`src/rtl/residue_req_scheduler.sv`:
```
// Round-robin arbiter feeding one shared mod-7 residue unit.
// Streams a 48-bit operand as 6-bit chunks and returns the residue.
module residue_req_scheduler #(
  parameter int TIMEOUT = 15
) (
  input  logic        Clock,
  input  logic        Reset,
  input  logic [1:0]  Req,
  input  logic [47:0] Data0,
  input  logic [47:0] Data1,
  output logic [1:0]  Gnt,
  output logic [5:0]  Res_D_in,
  output logic        Res_Clear,
  input  logic [2:0]  Res_D_out,
  input  logic        Res_Ready,
  output logic        Out_Valid,
  input  logic        Out_Accept,
  output logic [2:0]  Out_Residue,
  output logic        Out_Id,
  output logic        Out_Error,
  output logic        Busy
);

  localparam logic [7:0] TO = 8'(TIMEOUT);

  typedef enum logic [2:0] {
    IDLE,
    CLEAR,
    FEED,
    WAIT,
    DONE
  } state_t;

  state_t      state, nxt_state;
  logic        ptr, nxt_ptr;
  logic [2:0]  k, nxt_k;
  logic [7:0]  tcnt, nxt_t;
  logic [47:0] op, nxt_op;
  logic        id_q, nxt_id;
  logic        sel;

  logic [1:0]  nxt_gnt;
  logic [5:0]  nxt_din;
  logic        nxt_clr;
  logic        nxt_valid;
  logic [2:0]  nxt_res;
  logic        nxt_oid;
  logic        nxt_err;

  // Next state, bookkeeping and registered-output values.
  always_comb begin
    nxt_state = state;
    nxt_ptr   = ptr;
    nxt_k     = k;
    nxt_t     = tcnt;
    nxt_op    = op;
    nxt_id    = id_q;
    nxt_gnt   = 2'b00;
    nxt_din   = 6'd0;
    nxt_clr   = 1'b0;
    nxt_valid = Out_Valid;
    nxt_res   = Out_Residue;
    nxt_oid   = Out_Id;
    nxt_err   = Out_Error;
    sel       = 1'b0;
    unique case (state)
      IDLE: begin
        if (Req != 2'b00) begin
          unique case (1'b1)
            (Req == 2'b11): sel = ptr;
            (Req == 2'b10): sel = 1'b1;
            default:        sel = 1'b0;
          endcase
          nxt_gnt   = sel ? 2'b10 : 2'b01;
          nxt_op    = sel ? Data1 : Data0;
          nxt_id    = sel;
          nxt_clr   = 1'b1;
          nxt_state = CLEAR;
        end
      end
      CLEAR: begin
        nxt_k     = 3'd0;
        nxt_din   = op[47:42];
        nxt_op    = op << 6;
        nxt_state = FEED;
      end
      FEED: begin
        if (k == 3'd7) begin
          nxt_t     = 8'd0;
          nxt_state = WAIT;
        end else begin
          nxt_k   = k + 3'd1;
          nxt_din = op[47:42];
          nxt_op  = op << 6;
        end
      end
      WAIT: begin
        if (Res_Ready) begin
          nxt_res   = Res_D_out;
          nxt_err   = 1'b0;
          nxt_oid   = id_q;
          nxt_valid = 1'b1;
          nxt_state = DONE;
        end else if (tcnt == TO) begin
          nxt_res   = 3'd0;
          nxt_err   = 1'b1;
          nxt_oid   = id_q;
          nxt_valid = 1'b1;
          nxt_state = DONE;
        end else begin
          nxt_t = tcnt + 8'd1;
        end
      end
      DONE: begin
        if (Out_Accept) begin
          nxt_valid = 1'b0;
          nxt_ptr   = ~id_q;
          nxt_t     = 8'd0;
          nxt_state = IDLE;
        end
      end
      default: nxt_state = IDLE;
    endcase
  end

  // State, bookkeeping and output registers.
  always_ff @(posedge Clock or negedge Reset) begin
    if (!Reset) begin
      state       <= IDLE;
      ptr         <= 1'b0;
      k           <= 3'd0;
      tcnt        <= 8'd0;
      op          <= 48'd0;
      id_q        <= 1'b0;
      Gnt         <= 2'b00;
      Res_D_in    <= 6'd0;
      Res_Clear   <= 1'b0;
      Out_Valid   <= 1'b0;
      Out_Residue <= 3'd0;
      Out_Id      <= 1'b0;
      Out_Error   <= 1'b0;
      Busy        <= 1'b0;
    end else begin
      state       <= nxt_state;
      ptr         <= nxt_ptr;
      k           <= nxt_k;
      tcnt        <= nxt_t;
      op          <= nxt_op;
      id_q        <= nxt_id;
      Gnt         <= nxt_gnt;
      Res_D_in    <= nxt_din;
      Res_Clear   <= nxt_clr;
      Out_Valid   <= nxt_valid;
      Out_Residue <= nxt_res;
      Out_Id      <= nxt_oid;
      Out_Error   <= nxt_err;
      Busy        <= (nxt_state != IDLE);
    end
  end

endmodule

```
`config.mk`:
```
export PLATFORM = sky130hd
export DESIGN_NAME = residue_req_scheduler
export DESIGN_NICKNAME = d
export VERILOG_FILES = /design/src/rtl/residue_req_scheduler.sv
export SDC_FILE = /design/constraint.sdc
export NUM_CORES = 1
export LEC_CHECK = 0
export BUFFER_PORTS_ARGS = -buffer_cell sky130_fd_sc_hd__buf_2
export CAP_MARGIN = 0
export CELL_PAD_IN_SITES_DETAIL_PLACEMENT = 0
export CELL_PAD_IN_SITES_GLOBAL_PLACEMENT = 2
export CORE_ASPECT_RATIO = 0.9
export CORE_MARGIN = 5
export CORE_UTILIZATION = 32
export CTS_CLUSTER_SIZE = 8
export DETAILED_ROUTE_END_ITERATION = 6
export GPL_ROUTABILITY_DRIVEN = 0
export PLACE_DENSITY_LB_ADDON = 0.1
export SLEW_MARGIN = 20
export SYNTH_ARGS = -nofsm -noshare
export SYNTH_HDL_FRONTEND = slang
export SYNTH_SLANG_ARGS = --single-unit
```
`constraint.sdc`:
```
create_clock -name Clock -period 2.6 [get_ports Clock]
set_input_delay 0.13 -clock Clock [delete_from_list [all_inputs] [get_ports Clock]]
set_output_delay 0.13 -clock Clock [all_outputs]
set_load 0.02 [all_outputs]
```
==> flow_metrics.py <==
metrics = {
    "status": {
        "status": "finished clean",
    },
    "cts": {
        "cts_buffers": 9,
        "htree_levels": 3,
        "cts_max_path_buffers": 2,
        "clk_pin_slew_ps": 60,
        "cts.repair.resized": 0,
        "cts_sinks": 80,
        "cts_tree": "built",
        "clock_latency_ps": 330,
        "cts_setup_buffers": 0,
        "cts-root-buf": "clkbuf_16",
    },
    "layout": {
        "num_antenna_cells": 0,
        "fillers": 1368,
        "fin_nets": 655,
        "final_layout_size_suffix_gt1_share_pct": 28.4,
        "layout_commonest_cell": "buf_2",
        "layout_common_cells": "buf_2, dfrtp_1, inv_1, a22o_1, o21ai_0",
        "area_growth_syn_to_layout_pct": 21.8,
    },
    "power_and_ir_drop": {
        "power_density_mw_per_mm2": 1310,
        "vdd_drop_max_uv": 644,
        "p_leak_nw": 2.61,
    },
    "timing": {
        "fin_ws_ps": 494,
        "tightest_slew_ps": 627,
        "fmax_mhz": 475,
        "grt_setup_unrepaired": "no",
        "hold_violations": 0,
        "finalCriticalPeriod_ps": 2110,
        "max-slew-margin-rel_pct": 58.1,
        "timing.final.crit_share_pct": 81.0,
        "drv_slew": 0,
        "setup_viol": 0,
        "fin_skew_ps": 5.83,
        "setup_tns_ps": 0,
    },
    "global_routing": {
        "grt_usage_pct": 15.1,
        "grt_pass1_wl_mm": 19.6,
        "met2_usage_pct": 22.1,
        "antenna_found_initial": 0,
        "met3_usage_pct": 3.90,
        "grt_max_degree": 55,
        "first_global_vias": 3877,
        "top_usage_layer": "met2",
        "grt_overflow": 0,
        "use_met1_pct": 22.1,
    },
    "routing": {
        "ant_nets": 0,
        "drc": 0,
        "drt_iter0_drc": 211,
        "vias_per_cell": 5.07,
        "wl_mm": 11.9,
        "drtPass1Iterations": 6,
        "num_vias": 3649,
        "route.detailed.wl_per_inst_um": 16.5,
    },
    "logic_synthesis": {
        "synthCells": 443,
        "ys_async_sr_fraction_pct": 100,
        "synth_cell_types": 44,
        "ys_seq_elements": 80,
        "synth_edf_count": 0,
        "yosysSeqAreaShare_pct": 45.7,
        "synthesis.area_mm2": 0.00438,
        "synth_ff_type": "dfrtp_1",
        "ys_warn_count": 0,
        "synth_fp_nets": 551,
        "avgSynthCellArea_um2": 9.90,
    },
    "die": {
        "rows": 40,
        "fp.coreArea_mm2": 0.0134,
        "dieArea_mm2": 0.0161,
        "die_w_um": 133,
        "start_util_pct": 32.7,
        "ios": 121,
        "die_y_um": 121,
    },
    "place": {
        "dp_hpwl_mm": 8.30,
        "dp_slack_ps": 542,
        "place.port_buffers": 120,
    },
    "setup_path": {
        "path_class": "register to register",
        "cp_max_fo": 54,
        "cp.required_ps": 2820,
        "slowest_stage": "dfrtp_1",
        "critPathCaptureType": "register",
        "slowest_delay_ps": 400,
        "arrival_ps": 2330,
        "crit_path_cell_trace": "ha_1 -> ha_1 -> nor3b_1 -> a22oi_2 -> buf_4 -> a22o_1",
        "cpMostUsedCell": "ha_1",
        "worstSetupStartpointType": "register",
    },
    "worst_hold_path": {
        "min_path_type": "input port to register",
    },
    "flow_run": {
        "drv_cap": 0,
    },
}
[routing by layer]
| metal | part of all wire, % | vias to the layer above |
|---|---|---|
| li1 | - | 1823 |
| met1 | 52 | 1724 |
| met2 | 42 | 94 |
| met3 | 5.1 | 8 |
| met4 | 0.82 | 0 |
| met5 | 0 | - |
[cell type report]
| cell class | count | area (µm²) | share of cell area [%] |
|---|---|---|---|
| clock buffer | 10 | 239 | 4.48 |
| clock inverter | 6 | 35.0 | 0.656 |
| inverter | 48 | 180 | 3.37 |
| multi-input combinational | 277 | 1960 | 36.7 |
| sequential | 80 | 2000 | 37.5 |
| tap | 168 | 210 | 3.94 |
| timing repair buffer | 131 | 713 | 13.4 |
[synth_stat cells (all sizes together), types with 2 or more instances]
| cell | instances | area [µm²] |
|---|---|---|
| buf | 19 | 183 |
| and2 | 9 | 56.3 |
| ha | 3 | 37.5 |
| o2bb2ai | 2 | 17.5 |
| a22oi | 3 | 27.5 |
| inv | 48 | 180 |
| o21a | 43 | 323 |
| and3 | 4 | 25.0 |
| a21oi | 4 | 20.0 |
| clkbuf | 19 | 71.3 |
| a22o | 48 | 420 |
| nor4 | 3 | 18.8 |
| o31ai | 6 | 45.0 |
| o21ai | 46 | 230 |
| o211ai | 42 | 315 |
| xor2 | 4 | 35.0 |
| nor2 | 10 | 37.5 |
| nand2 | 17 | 63.8 |
| dfrtp | 80 | 2000 |
| o21bai | 2 | 15.0 |
| nor3 | 4 | 20.0 |
| nand3 | 2 | 10.0 |
| mux2i | 6 | 60.1 |
| or3 | 3 | 23.8 |
| mux2 | 3 | 33.8 |
[stage by stage]
step | hold slack [ps] | instances | total power, mW | area, µm² | utilization (%)
final | 24.7 | 720 | 7.02 | 5340 | 39.8
after global placement | 125 | 703 | 5.87 | 5050 | 37.7
after CTS | 15.0 | 720 | 7.13 | 5340 | 39.8
after floorplan | -166 | 443 | 5.19 | 4380 | -
after global routing | 14.3 | 720 | 7.61 | 5340 | 39.8
after detailed placement | 124 | 703 | 5.93 | 5050 | 37.7
[power breakdown]
| part | internal, mW | switching [mW] | leakage, nW |
|---|---|---|---|
| sequential | 1.83 | 0.389 | 0.997 |
| clock | 0.665 | 0.492 | 0.134 |
| combinational | 1.72 | 1.92 | 1.48 |
[worst paths after layout]
kind | slack, ps | startpoint | cells after the start | endpoint
min in group asynchronous | 300 | Reset | 2 | tcnt[1]
max | 490 | k[0] | 6 | op[41]
min | 20 | Res_D_out[1] | 2 | Out_Residue[1]
max reg2reg | 490 | k[0] | 6 | op[41]
max in group asynchronous | 1600 | Reset | 3 | state[2]
min reg2reg | 460 | id_q | 1 | ptr
[cells by family (layout without fill, tap and decap cells)]
family | Yosys count | count (layout) | synth area share, %
compound gates | 200 | 200 | 33.0
buf+inv | 86 | 195 | 9.90
flops | 80 | 80 | 45.7
simple gates | 61 | 61 | 7.59
mux | 9 | 9 | 2.14
xor+xnor | 4 | 4 | 0.799
fa+ha+maj | 3 | 3 | 0.856
[flip-flops by register name, summed over array words and instances (netlist names), 2 cells and up]
name	flops
tcnt	8
Gnt	2
k	3
op	48
Res_D_in	6
state	3
Out_Residue	3
[worst max-delay path, delay by kind of cell (launching register included)]
kind	cells	cell delay, ps
buf+inv	1	310
flops	1	400
compound gates	2	440
fa+ha+maj	2	430
simple gates	1	370
[timing repair]
action,in CTS,in global routing
hold buffers,1,0
hold endpoints to repair,35,0
setup endpoints to repair,0,0
(Power assumes the default switching activity.)
